===== config.mk =====
export PLATFORM = sky130hd
export DESIGN_NAME = rca_wb_sequencer
export DESIGN_NICKNAME = d
export VERILOG_FILES = /design/src/rtl/rca_wb_sequencer.sv
export SDC_FILE = /design/constraint.sdc
export NUM_CORES = 1
export LEC_CHECK = 0
export ABC_AREA = 1
export BUFFER_PORTS_ARGS = -buffer_cell sky130_fd_sc_hd__buf_2
export CORE_ASPECT_RATIO = 0.75
export CORE_MARGIN = 2
export CORE_UTILIZATION = 63
export DETAILED_ROUTE_END_ITERATION = 10
export PLACE_DENSITY = 0.83
export SYNTH_ARGS = -nofsm -noshare
export SYNTH_HDL_FRONTEND = slang
export SYNTH_SLANG_ARGS = --single-unit
export TNS_END_PERCENT = 1

===== constraint.sdc =====
create_clock -name clk -period 4.6 [get_ports clk]
set_input_delay 0.69 -clock clk [delete_from_list [all_inputs] [get_ports clk]]
set_output_delay 0.69 -clock clk [all_outputs]
set_load 0.02 [all_outputs]

===== src/rtl/rca_wb_sequencer.sv =====
// -----------------------------------------------------------------------------
// rca_wb_sequencer
//
// Buffers one result bundle per RCA use instruction and serialises it onto the
// single register-file writeback port, one write per accepted beat. The final
// beat of every bundle carries wb_last so writeback can retire the id.
//
// Ports
//   clk, rst          clock; asynchronous active-low reset
//   in_valid/ready    bundle handshake (ready = FIFO not full, registered)
//   in_id             instruction id of the bundle
//   in_en             per-port result enable
//   in_rd             per-port destination register, 5 bits per port
//   in_data           per-port result, XLEN bits per port
//   wb_valid/ack      beat handshake
//   wb_we             beat writes the register file (0 for a null beat)
//   wb_rd, wb_data    destination and value of the beat
//   wb_id             id of the owning bundle
//   wb_last           final beat of the bundle
//   busy              FIFO holds at least one bundle
// -----------------------------------------------------------------------------
module rca_wb_sequencer #(
   parameter int XLEN            = 32,
   parameter int NUM_WRITE_PORTS = 4,
   parameter int ID_W            = 3,
   parameter int DEPTH           = 2
) (
   input  logic                            clk,
   input  logic                            rst,
   input  logic                            in_valid,
   output logic                            in_ready,
   input  logic [ID_W-1:0]                 in_id,
   input  logic [NUM_WRITE_PORTS-1:0]      in_en,
   input  logic [5*NUM_WRITE_PORTS-1:0]    in_rd,
   input  logic [XLEN*NUM_WRITE_PORTS-1:0] in_data,
   output logic                            wb_valid,
   input  logic                            wb_ack,
   output logic                            wb_we,
   output logic [4:0]                      wb_rd,
   output logic [XLEN-1:0]                 wb_data,
   output logic [ID_W-1:0]                 wb_id,
   output logic                            wb_last,
   output logic                            busy
);

   localparam int NWP    = NUM_WRITE_PORTS;
   localparam int PTR_W  = (DEPTH > 1) ? $clog2(DEPTH) : 1;
   localparam int CNT_W  = $clog2(DEPTH + 1);
   localparam int PSEL_W = (NWP > 1) ? $clog2(NWP) : 1;

   // Port-indexed views of the flat input buses (same bit layout).
   logic [NWP-1:0][4:0]      in_rd_v;
   logic [NWP-1:0][XLEN-1:0] in_data_v;
   logic [NWP-1:0]           in_pend;

   assign in_rd_v   = in_rd;
   assign in_data_v = in_data;

   // A port is pending only if enabled and not targeting x0.
   always_comb begin
      in_pend = '0;
      for (int p = 0; p < NWP; p++) begin
         in_pend[p] = in_en[p] & (in_rd_v[p] != 5'd0);
      end
   end

   // ---------------------------------------------------------------------------
   // Bundle FIFO storage
   // ---------------------------------------------------------------------------
   logic [ID_W-1:0]          id_q   [DEPTH];
   logic [ID_W-1:0]          id_d   [DEPTH];
   logic [NWP-1:0][4:0]      rd_q   [DEPTH];
   logic [NWP-1:0][4:0]      rd_d   [DEPTH];
   logic [NWP-1:0][XLEN-1:0] data_q [DEPTH];
   logic [NWP-1:0][XLEN-1:0] data_d [DEPTH];
   logic [NWP-1:0]           pend_q [DEPTH];
   logic [NWP-1:0]           pend_d [DEPTH];

   logic [PTR_W-1:0] wr_ptr_q, wr_ptr_d;
   logic [PTR_W-1:0] rd_ptr_q, rd_ptr_d;
   logic [CNT_W-1:0] count_q,  count_d;

   // Last presented beat; drives wb_* while the FIFO is empty.
   logic            hold_we_q,   hold_we_d;
   logic [4:0]      hold_rd_q,   hold_rd_d;
   logic [XLEN-1:0] hold_data_q, hold_data_d;
   logic [ID_W-1:0] hold_id_q,   hold_id_d;
   logic            hold_last_q, hold_last_d;

   logic full;
   logic empty;
   logic push;
   logic ack;
   logic pop;

   assign full     = (count_q == CNT_W'(DEPTH));
   assign empty    = (count_q == '0);
   assign in_ready = !full;
   assign busy     = !empty;
   assign wb_valid = !empty;
   assign push     = in_valid & in_ready;

   // ---------------------------------------------------------------------------
   // Head beat selection: lowest-index pending port
   // ---------------------------------------------------------------------------
   logic [NWP-1:0]    head_pend;
   logic [PSEL_W-1:0] sel_p;
   logic              sel_found;
   logic              beat_we;
   logic [4:0]        beat_rd;
   logic [XLEN-1:0]   beat_data;
   logic              beat_last;

   assign head_pend = pend_q[rd_ptr_q];

   always_comb begin
      sel_p     = '0;
      sel_found = 1'b0;
      // Scan high to low so the lowest set bit wins.
      for (int p = NWP - 1; p >= 0; p--) begin
         if (head_pend[p]) begin
            sel_p     = PSEL_W'(p);
            sel_found = 1'b1;
         end
      end
   end

   // Null bundle (nothing pending) yields one beat with we=0, rd=0, data=0.
   assign beat_we   = sel_found;
   assign beat_rd   = sel_found ? rd_q[rd_ptr_q][sel_p]   : 5'd0;
   assign beat_data = sel_found ? data_q[rd_ptr_q][sel_p] : '0;
   // At most one pending bit left means this is the final beat.
   assign beat_last = ((head_pend & (head_pend - NWP'(1))) == '0);

   assign ack = wb_valid & wb_ack;
   assign pop = ack & beat_last;

   // Outputs follow the head beat while valid, otherwise keep the last beat.
   always_comb begin
      hold_we_d   = hold_we_q;
      hold_rd_d   = hold_rd_q;
      hold_data_d = hold_data_q;
      hold_id_d   = hold_id_q;
      hold_last_d = hold_last_q;
      if (wb_valid) begin
         hold_we_d   = beat_we;
         hold_rd_d   = beat_rd;
         hold_data_d = beat_data;
         hold_id_d   = id_q[rd_ptr_q];
         hold_last_d = beat_last;
      end
   end

   assign wb_we   = hold_we_d;
   assign wb_rd   = hold_rd_d;
   assign wb_data = hold_data_d;
   assign wb_id   = hold_id_d;
   assign wb_last = hold_last_d;

   // ---------------------------------------------------------------------------
   // FIFO next state
   // ---------------------------------------------------------------------------
   always_comb begin
      id_d     = id_q;
      rd_d     = rd_q;
      data_d   = data_q;
      pend_d   = pend_q;
      wr_ptr_d = wr_ptr_q;
      rd_ptr_d = rd_ptr_q;
      count_d  = count_q;

      // Retire the served port; on the final beat the whole entry pops.
      if (ack && !beat_last) begin
         pend_d[rd_ptr_q][sel_p] = 1'b0;
      end

      // Push only happens when not full, so the tail never aliases a
      // non-empty head.
      if (push) begin
         id_d[wr_ptr_q]   = in_id;
         rd_d[wr_ptr_q]   = in_rd_v;
         data_d[wr_ptr_q] = in_data_v;
         pend_d[wr_ptr_q] = in_pend;
      end

      // DEPTH is a power of two, so pointers wrap naturally.
      wr_ptr_d = wr_ptr_q + PTR_W'(push);
      rd_ptr_d = rd_ptr_q + PTR_W'(pop);
      count_d  = count_q + CNT_W'(push) - CNT_W'(pop);
   end

   always_ff @(posedge clk or negedge rst) begin
      if (!rst) begin
         for (int i = 0; i < DEPTH; i++) begin
            id_q[i]   <= '0;
            rd_q[i]   <= '0;
            data_q[i] <= '0;
            pend_q[i] <= '0;
         end
         wr_ptr_q    <= '0;
         rd_ptr_q    <= '0;
         count_q     <= '0;
         hold_we_q   <= 1'b0;
         hold_rd_q   <= '0;
         hold_data_q <= '0;
         hold_id_q   <= '0;
         hold_last_q <= 1'b0;
      end else begin
         id_q        <= id_d;
         rd_q        <= rd_d;
         data_q      <= data_d;
         pend_q      <= pend_d;
         wr_ptr_q    <= wr_ptr_d;
         rd_ptr_q    <= rd_ptr_d;
         count_q     <= count_d;
         hold_we_q   <= hold_we_d;
         hold_rd_q   <= hold_rd_d;
         hold_data_q <= hold_data_d;
         hold_id_q   <= hold_id_d;
         hold_last_q <= hold_last_d;
      end
   end

endmodule


Word-level counts from Yosys, hierarchy flattened. Cells that the tools add are included.

RAM bits: 0. Latch bits: 0. Logic and storage cells: 114. ROM bits: 0. Output and inout bits: 45. Memories: 0. Input bits: 159. Flip-flop bits (word level): 356.

Shift-type cells: 0. $mul: 0. Multiplexer cells: 49. Bitwise operators: 12. Equality and inequality tests: 1. Div/mod/pow operators: 0. Reduce and logical (&&, ||, !) cells: 13. Order comparisons: 6. $add $sub $neg: 5.

Operators with widths (count): 2-to-1 mux 128 bit (4); bitwise mux 256 bit (1); demux 128 bit (select 1 bit) (1); 2-to-1 mux 32 bit (3); 2-to-1 mux 20 bit (4); binary-select mux 32 bit (select 2 bit) (1); bitwise mux 40 bit (1); demux 20 bit (select 1 bit) (1); 2-to-1 mux 4 bit (5); nonzero test 5 bit (4); 2-to-1 mux 8 bit (2); 2-to-1 mux 3 bit (5); 2-to-1 mux 5 bit (3); binary-select mux 5 bit (select 2 bit) (1); bitwise AND 8 bit (1); bitwise mux 8 bit (1); demux 4 bit (select 1 bit) (2); 2-to-1 mux 2 bit (4); inverter 8 bit (1); bitwise AND 1 bit (7); 2-to-1 mux 1 bit (7); bitwise mux 6 bit (1); bitwise AND 4 bit (1); >= comparator 2 bit, second input constant (2); other kinds (15) (23).

Depth between registers and ports, before layout. Gate-level depths: netlist (run 1).

Word-level depth: 19. Gate-level depth with buffers: 15.

Least setup slack after synthesis (run 1). Ideal clock, no wire load.

Kind: flip-flop to output port. Start: register rd_ptr_q. End: output wb_data[19]. Setup slack: 2.360 ns. Cell stages (with the launch flop): 14. Required time: 3.910 ns. Arrival time: 1.550 ns. Cells stage by stage: dfrtp_1 inv_2 buf_6 nand2_4 nand2_4 nand2_8 inv_2 nand2_2 nand2_4 inv_6 buf_12 a21oi_2 nand2_1 nand2_1.

Cells in the longest elaborated chain, start to end: 12. Elaborated cells between the ends (all ways): 19. Classes of those cells: mux: 18; bitwise: 1.

RTL lines: start: declaration (RTL line 80) `logic [PTR_W-1:0] rd_ptr_q, rd_ptr_d;`; start signal: assignment (RTL line 214) `rd_ptr_q <= rd_ptr_d;`; inverter 1 -> 2 bit (not written as such) (*) (RTL line 114, 131); 2-to-1 mux 4 bit (not written as such) (3 in series) (RTL line 114) `assign head_pend = pend_q[rd_ptr_q];`; 2-to-1 mux 2 bit (4 in series) (RTL line 121) `if (head_pend[p]) begin`; binary-select mux 32 bit (select 2 bit) (RTL line 131) `assign beat_data = sel_found ? data_q[rd_ptr_q][sel_p] : '0;`; 2-to-1 mux 32 bit (not written as such) (RTL line 131); 2-to-1 mux 32 bit (*) (RTL line 131); 2-to-1 mux 32 bit (*) (RTL line 145) `if (wb_valid) begin`; end: declaration (RTL line 40) `output logic [XLEN-1:0] wb_data,`.

Mark *: on every way between the ends. The rest lies on a longest branch, timed or not. The select of a mux whose other input is x is not followed.

Worst setup path in the final report (run 1).
Start: register rd_ptr_q. End: output wb_data[12].

Same word-level chain as after synthesis.

==> results of run 1 <==
[metrics by stage]
step | utilization | power [mW] | instances | hold slack (ns) | setup slack [ns]
2_1_floorplan | - | 10.97 | 1959 | 0.3944 | 2.360
3_3_place_gp | 0.6862 | 13.09 | 2409 | 0.4578 | 1.140
3_5_place_dp | 0.6862 | 13.39 | 2409 | 0.4563 | 1.086
4_1_cts | 0.7321 | 16.40 | 2472 | 0.3357 | 0.5361
5_1_grt | 0.7321 | 17.55 | 2472 | 0.3549 | 0.2657
6_report | 0.7322 | 16.41 | 2473 | 0.2546 | 0.4887
[registers in the layout (all words and copies together), names as in the netlist]
register and cells:
data_q 256, rd_ptr_q 1, pend_q 8, hold_id_q 3, id_q 6, rd_q 40, hold_rd_q 5, hold_last_q 1
count_q 2, hold_we_q 1, wr_ptr_q 1, hold_data_q 32
[cell type report]
class                      count  area share
antenna                        1   0.0001319
clock buffer                  59     0.06002
clock inverter                 4    0.002704
inverter                     246     0.04894
multi-input combinational   1242      0.3299
sequential                   356      0.4698
tap                          344     0.02269
timing repair buffer         221     0.06583
[critical path, stage by stage (launching register included)]
cell	delay, ns
dfrtp_4	0.66
inv_2	0.46
nand2_1	0.12
nand2_2	0.21
nand2_8	0.11
nor2_4	0.43
buf_12	0.30
nand3_1	0.12
nand2_1	0.11
nor2_1	0.07
nand2_1	0.06
nand2_1	0.07
buf_2	0.16
[worst max path at each step]
stage,startpoint,endpoint,slack [ns],cells past startpoint
4_1_cts,rd_ptr_q,wb_data[12],0.54,12
6_report,rd_ptr_q,wb_data[12],0.49,12
3_5_place_dp,rd_ptr_q,wb_data[1],1.09,12
5_1_grt,rd_ptr_q,wb_data[1],0.27,12
3_3_place_gp,rd_ptr_q,wb_data[1],1.14,12
2_1_floorplan,rd_ptr_q,wb_data[19],2.36,13
[power by group through the flow]
stage / Combinational (mW) / Clock [mW] / Sequential [mW]
2_1_floorplan: 5.83 / 0 / 5.14
3_3_place_gp: 7.82 / 0 / 5.27
3_5_place_dp: 8.04 / 0 / 5.35
4_1_cts: 8.11 / 2.98 / 5.31
5_1_grt: 8.98 / 3.10 / 5.46
6_report: 8.15 / 2.95 / 5.31
[synth_stat cells]
cell type / instances / area [um^2]
mux2_2: 82 / 923.4
nand2_1: 464 / 1742
a21oi_2: 8 / 70.07
nand2_2: 12 / 75.07
inv_6: 1 / 8.760
xnor2_1: 2 / 17.52
buf_6: 5 / 56.30
nor2_8: 2 / 40.04
inv_1: 243 / 912.1
nand3_2: 20 / 200.2
a21oi_1: 70 / 350.3
buf_2: 43 / 215.2
nor2_1: 180 / 675.7
buf_1: 11 / 41.29
o41ai_1: 4 / 35.03
buf_4: 4 / 30.03
nor2_2: 2 / 12.51
o21ai_1: 2 / 10.01
nand2_8: 1 / 20.02
o21ai_0: 244 / 1221
nand4_1: 1 / 6.260
nand2_4: 3 / 33.78
buf_12: 1 / 20.02
o21bai_1: 5 / 37.54
or2_2: 4 / 25.02
ha_1: 4 / 50.05
xor2_1: 1 / 8.760
dfrtp_1: 356 / 8909
inv_2: 2 / 7.510
nor2_4: 2 / 22.52
nand3_1: 129 / 645.6
clkbuf_1: 51 / 191.4
[layer usage]
metal  vias to the layer above  wire, um
met1                      6601     17460
li1                       6458         -
met5                         -         0
met4                         0      1516
met3                       103      2893
met2                       531     20300
[cell usage in the layout, fill, tap and decap left out, drive strengths merged]
cell	n
buf	221
or2	4
xnor2	2
nor2	186
clkbuf	59
clkinv	2
mux2	82
o21ai	246
o21bai	5
nand4	1
a21oi	78
ha	4
xor2	1
dfrtp	356
inv	247
o41ai	4
nand2	480
nand3	149
bufinv	1
diode	1
[kinds of logic (layout without fill, tap and decap cells)]
family | count (synthesis) | after routing
buf+inv | 361 | 530
simple gates | 820 | 820
flops | 356 | 356
other cells | 0 | 1
xor+xnor | 3 | 3
mux | 82 | 82
fa+ha+maj | 4 | 4
compound gates | 333 | 333
==> impl_metrics.json, run 1 <==
{
  "min_path_type": "in -> async",
  "core_um2": 25910,
  "ff_latch_area_um2": 8912,
  "filler_cell_count": 1919,
  "use_met3": 0.04295,
  "worstMarginPinSlew_ns": 1.262,
  "finalNetCount": 2266,
  "rsz0062_at_grt": "no",
  "io_pins": 204,
  "synth_cell_types": 32,
  "grt_overflow_total": 0,
  "synthSimpleGateAreaFrac": 0.2106,
  "r2r_start": "rd_ptr_q",
  "power.density_nw_per_um2": 865.2,
  "synth-seq-cells": 356,
  "grt_max_degree": 126,
  "sw_frac_of_total": 0.4535,
  "wire_per_inst_um": 17.05,
  "initial_core_util": 0.6413,
  "cts_made_buffers": 36,
  "place_congestion": 0.9027,
  "clock_power_share": 0.180,
  "fin_crit_sh": 0.8938,
  "viasPerCell": 5.537,
  "rr_endpoint": "count_q[1]",
  "syn_to_final_growth_pct": 14.18,
  "routed_wl_um": 42170,
  "critPathRequiredTime_ns": 3.91,
  "multi_input_area_um2": 6257,
  "drive_above_1_share": 0.1960,
  "vias": 13693,
  "synth_fa_ha_area_frac": 0.003013,
  "ir_drop_mv": 0.9603,
  "power_leakage_nw": 9.330,
  "critical_path_arrival_ns": 3.42,
  "yosys_warnings": 0,
  "drt-pass1-iter-count": 6,
  "slew_headroom": 0.1569,
  "drt_iter0_drc": 1266,
  "synth_top_family_by_area": "simple AND/OR/NAND/NOR gates",
  "dieArea_um2": 27700,
  "rows": 51,
  "drv_cap": 0,
  "fin_crit_ns": 4.111,
  "die_x_um": 191.5,
  "antenna_left": 0,
  "skew_ns": 0.01340,
  "drc": 0,
  "postCtsSetupBuffers": 0,
  "grt.met1_usage": 0.4149,
  "clk_transition_reported_paths_ns": 0.06,
  "synthCells": 1959,
  "setup_tns_ns": 0,
  "antenna_found_initial": 1,
  "clock_sinks": 356,
  "cts_resized": 0,
  "synth-seq-area-share": 0.5362,
  "path_class": "reg -> out",
  "grt_pass1_vias": 13156,
  "synthesis.area_um2": 16610,
  "hold_viol_final": 0,
  "combPwrFrac": 0.496,
  "place_area_um2": 17780,
  "cts_root_buf": "clkbuf_16",
  "outcome": "completed",
  "power_switching_mw": 7.442,
  "cts_buffer_depth": 3,
  "fmax_mhz": 243.2,
  "clock_latency_ns": 0.51,
  "die_y_um": 144.6,
  "reg2reg_depth": 14,
  "grt_pass1_wl_um": 66490,
  "portBuffers": 203,
  "synth_nets": 2122,
  "setup.worst_path.end_class": "primary output",
  "cts-hold-fix-buffers": 0,
  "critPathMaxFanout": 50,
  "grt_busiest_layer": "met2",
  "synth_compound_area_frac": 0.1038,
  "postSynthAreaPerCell_um2": 8.481,
  "grt_use_total": 0.3076,
  "cts_tree": "yes",
  "r2r_slack_ns": 1.38,
  "stdcell_area_um2": 18970,
  "slew_viol_final": 0,
  "pwr-share-seq": 0.324,
  "crit_path_start_kind": "register",
  "setup_viol": 0,
  "p_int_mw": 8.970,
  "muxShareOfSynthArea": 0.05558,
  "htree_levels": 2,
  "synth_xor_area_frac": 0.001582,
  "dp_hpwl_um": 27900,
  "met2_usage": 0.5121
}
No activity file was read; power rests on OpenSTA's default activity.
==> run 2, diff against run 1 <==
--- a/config.mk
+++ b/config.mk
@@ -7,11 +7,12 @@
 export LEC_CHECK = 0
 export ABC_AREA = 1
 export BUFFER_PORTS_ARGS = -buffer_cell sky130_fd_sc_hd__buf_2
+export CAP_MARGIN = 20
 export CORE_ASPECT_RATIO = 0.75
 export CORE_MARGIN = 2
-export CORE_UTILIZATION = 63
+export CORE_UTILIZATION = 54
 export DETAILED_ROUTE_END_ITERATION = 10
-export PLACE_DENSITY = 0.83
+export PLACE_DENSITY_LB_ADDON = 0.1
 export SYNTH_ARGS = -nofsm -noshare
 export SYNTH_HDL_FRONTEND = slang
 export SYNTH_SLANG_ARGS = --single-unit
==> run 2 against run 1 <==
Compared with the run above:
- combinational power about the same
- clock power decreased by 3%
- die area increased by 16%
- non-clock buffer count increased by 6
- critical path depth unchanged
- core utilization decreased by 10 points
- sequential cell count unchanged
- critical endpoint is now wb_data[29]
- sequential share of layout area decreased by 0.071 points
- routed wire length increased by 5.8%
- clock skew increased by 0.0040 ns
==> impl_metrics.json, run 2 (synthesized netlist as in run 1, its figures left out) <==
{
  "outcome": "completed",
  "slew_headroom": 0.3276,
  "syn_to_final_growth_pct": 14.35,
  "drt_iter0_drc": 1049,
  "skew_ns": 0.01740,
  "crit_path_start_kind": "register",
  "fin_crit_sh": 0.8860,
  "initial_core_util": 0.5499,
  "final_util": 0.6289,
  "setup.worst_path.end_class": "primary output",
  "path_class": "reg -> out",
  "htree_levels": 2,
  "antenna_found_initial": 1,
  "grt_pass1_vias": 12937,
  "place_congestion": 0.8630,
  "antenna_left": 0,
  "routed_wl_um": 44600,
  "setup_viol": 0,
  "grt_max_degree": 130,
  "die_x_um": 206.5,
  "cts_buffer_depth": 3,
  "clock_latency_ns": 0.53,
  "slew_viol_final": 0,
  "cts_tree": "yes",
  "postCtsSetupBuffers": 0,
  "power_leakage_nw": 9.331,
  "wire_per_inst_um": 17.60,
  "ff_latch_area_um2": 8912,
  "setup_tns_ns": 0,
  "portBuffers": 203,
  "multi_input_area_um2": 6257,
  "drc": 0,
  "filler_cell_count": 2640,
  "worstMarginPinSlew_ns": 1.009,
  "critPathRequiredTime_ns": 3.91,
  "drive_above_1_share": 0.1983,
  "power.density_nw_per_um2": 858.4,
  "cts-hold-fix-buffers": 0,
  "fin_crit_ns": 4.076,
  "clk_transition_reported_paths_ns": 0.06,
  "dp_hpwl_um": 30360,
  "vias": 13364,
  "critical_path_arrival_ns": 3.39,
  "rows": 55,
  "die_y_um": 155.9,
  "hold_viol_final": 0,
  "rsz0062_at_grt": "no",
  "min_path_type": "in -> async",
  "io_pins": 204,
  "grt_use_total": 0.2847,
  "clock_sinks": 356,
  "viasPerCell": 5.274,
  "grt_overflow_total": 0,
  "cts_resized": 0,
  "reg_top3": "data_q x256, rd_q x40, hold_data_q x32",
  "critPathMaxFanout": 38,
  "layout_common_cells": "nand2_1, dfrtp_1, o21ai_0, inv_1, buf_2",
  "core_um2": 30210,
  "holdWs_ns": 0.2739,
  "ir_drop_mv": 0.7604,
  "cts_root_buf": "clkbuf_16",
  "finalNetCount": 2273,
  "grt_pass1_wl_um": 70130,
  "dp.cells": 2470,
  "cts_made_buffers": 37,
  "layout_commonest_cell": "nand2_1",
  "dieArea_um2": 32200,
  "drt-pass1-iter-count": 5,
  "largest_reg_flops": 256,
  "top_register": "data_q",
  "drv_cap": 0,
  "fmax_mhz": 245.4,
  "instances_no_fill": 2534
}
## run 2: changes by cell type in the layout (fill, tap and decap cells not counted), sizes merged
cell / delta
diode: +1
inv: -1
buf: +6
clkinv: +7
clkbuf: -7
## run 2: layer usage
| metal | GRT usage | vias up | wire length [um] | share of wire |
|---|---|---|---|---|
| met2 | 0.4709 | 357 | 21350 | 0.48 |
| met4 | 0.1027 | 0 | 1457 | 0.033 |
| met5 | 0 | - | 0 | 0 |
| met1 | 0.3851 | 6462 | 19510 | 0.44 |
| li1 | - | 6470 | - | - |
| met3 | 0.03947 | 75 | 2288 | 0.051 |
## run 2: final cells by class
type	count	area share
clock inverters	10	0.003952
repair buffers	227	0.06678
clock buffers	52	0.05539
multi-input cells	1242	0.3294
well taps	399	0.02628
diodes	2	0.0002634
flip-flops and latches	356	0.4691
inverters	246	0.04887
## run 2: final timing paths
kind / startpoint / end / slack, ns / depth (start not counted)
hold / removal: rst / data_q[77] / 0.27 / 1
max in group asynchronous: rst / hold_data_q[15] / 3.26 / 2
min in group clk: in_data[4] / data_q[4] / 0.38 / 3
setup / recovery: rd_ptr_q / wb_data[29] / 0.52 / 12
hold reg to reg: hold_last_q / hold_last_q / 0.47 / 2
setup reg to reg: rd_ptr_q / count_q[1] / 1.35 / 14
## run 2: worst max-delay path, stage by stage (launching register included)
cell and delay (ns):
dfrtp_4 0.64, inv_2 0.45, nand2_1 0.12, nand2_2 0.20
nand2_8 0.11, inv_2 0.08, buf_4 0.52, nand3_1 0.21
nand3_1 0.14, nor2_1 0.06, nand2_1 0.06, nand2_1 0.07
buf_2 0.17
## run 2: through the flow
step / setup WS [ns] / cell area (um^2) / power (mW)
after floorplan: 2.360 / 16610 / 10.97
after global placement: 1.156 / 17870 / 13.30
after detailed placement: 1.117 / 17870 / 13.49
after CTS: 0.5438 / 18990 / 16.40
after global routing: 0.3283 / 18990 / 17.55
final: 0.5245 / 19000 / 16.31
## run 2: where the power goes
group	internal, mW	leakage [nW]	total [mW]	switching, mW
clock network	1.64	0.565	2.87	1.23
logic	2.50	4.45	8.17	5.67
registers	4.73	4.32	5.27	0.547
total	8.87	9.33	16.3	7.44
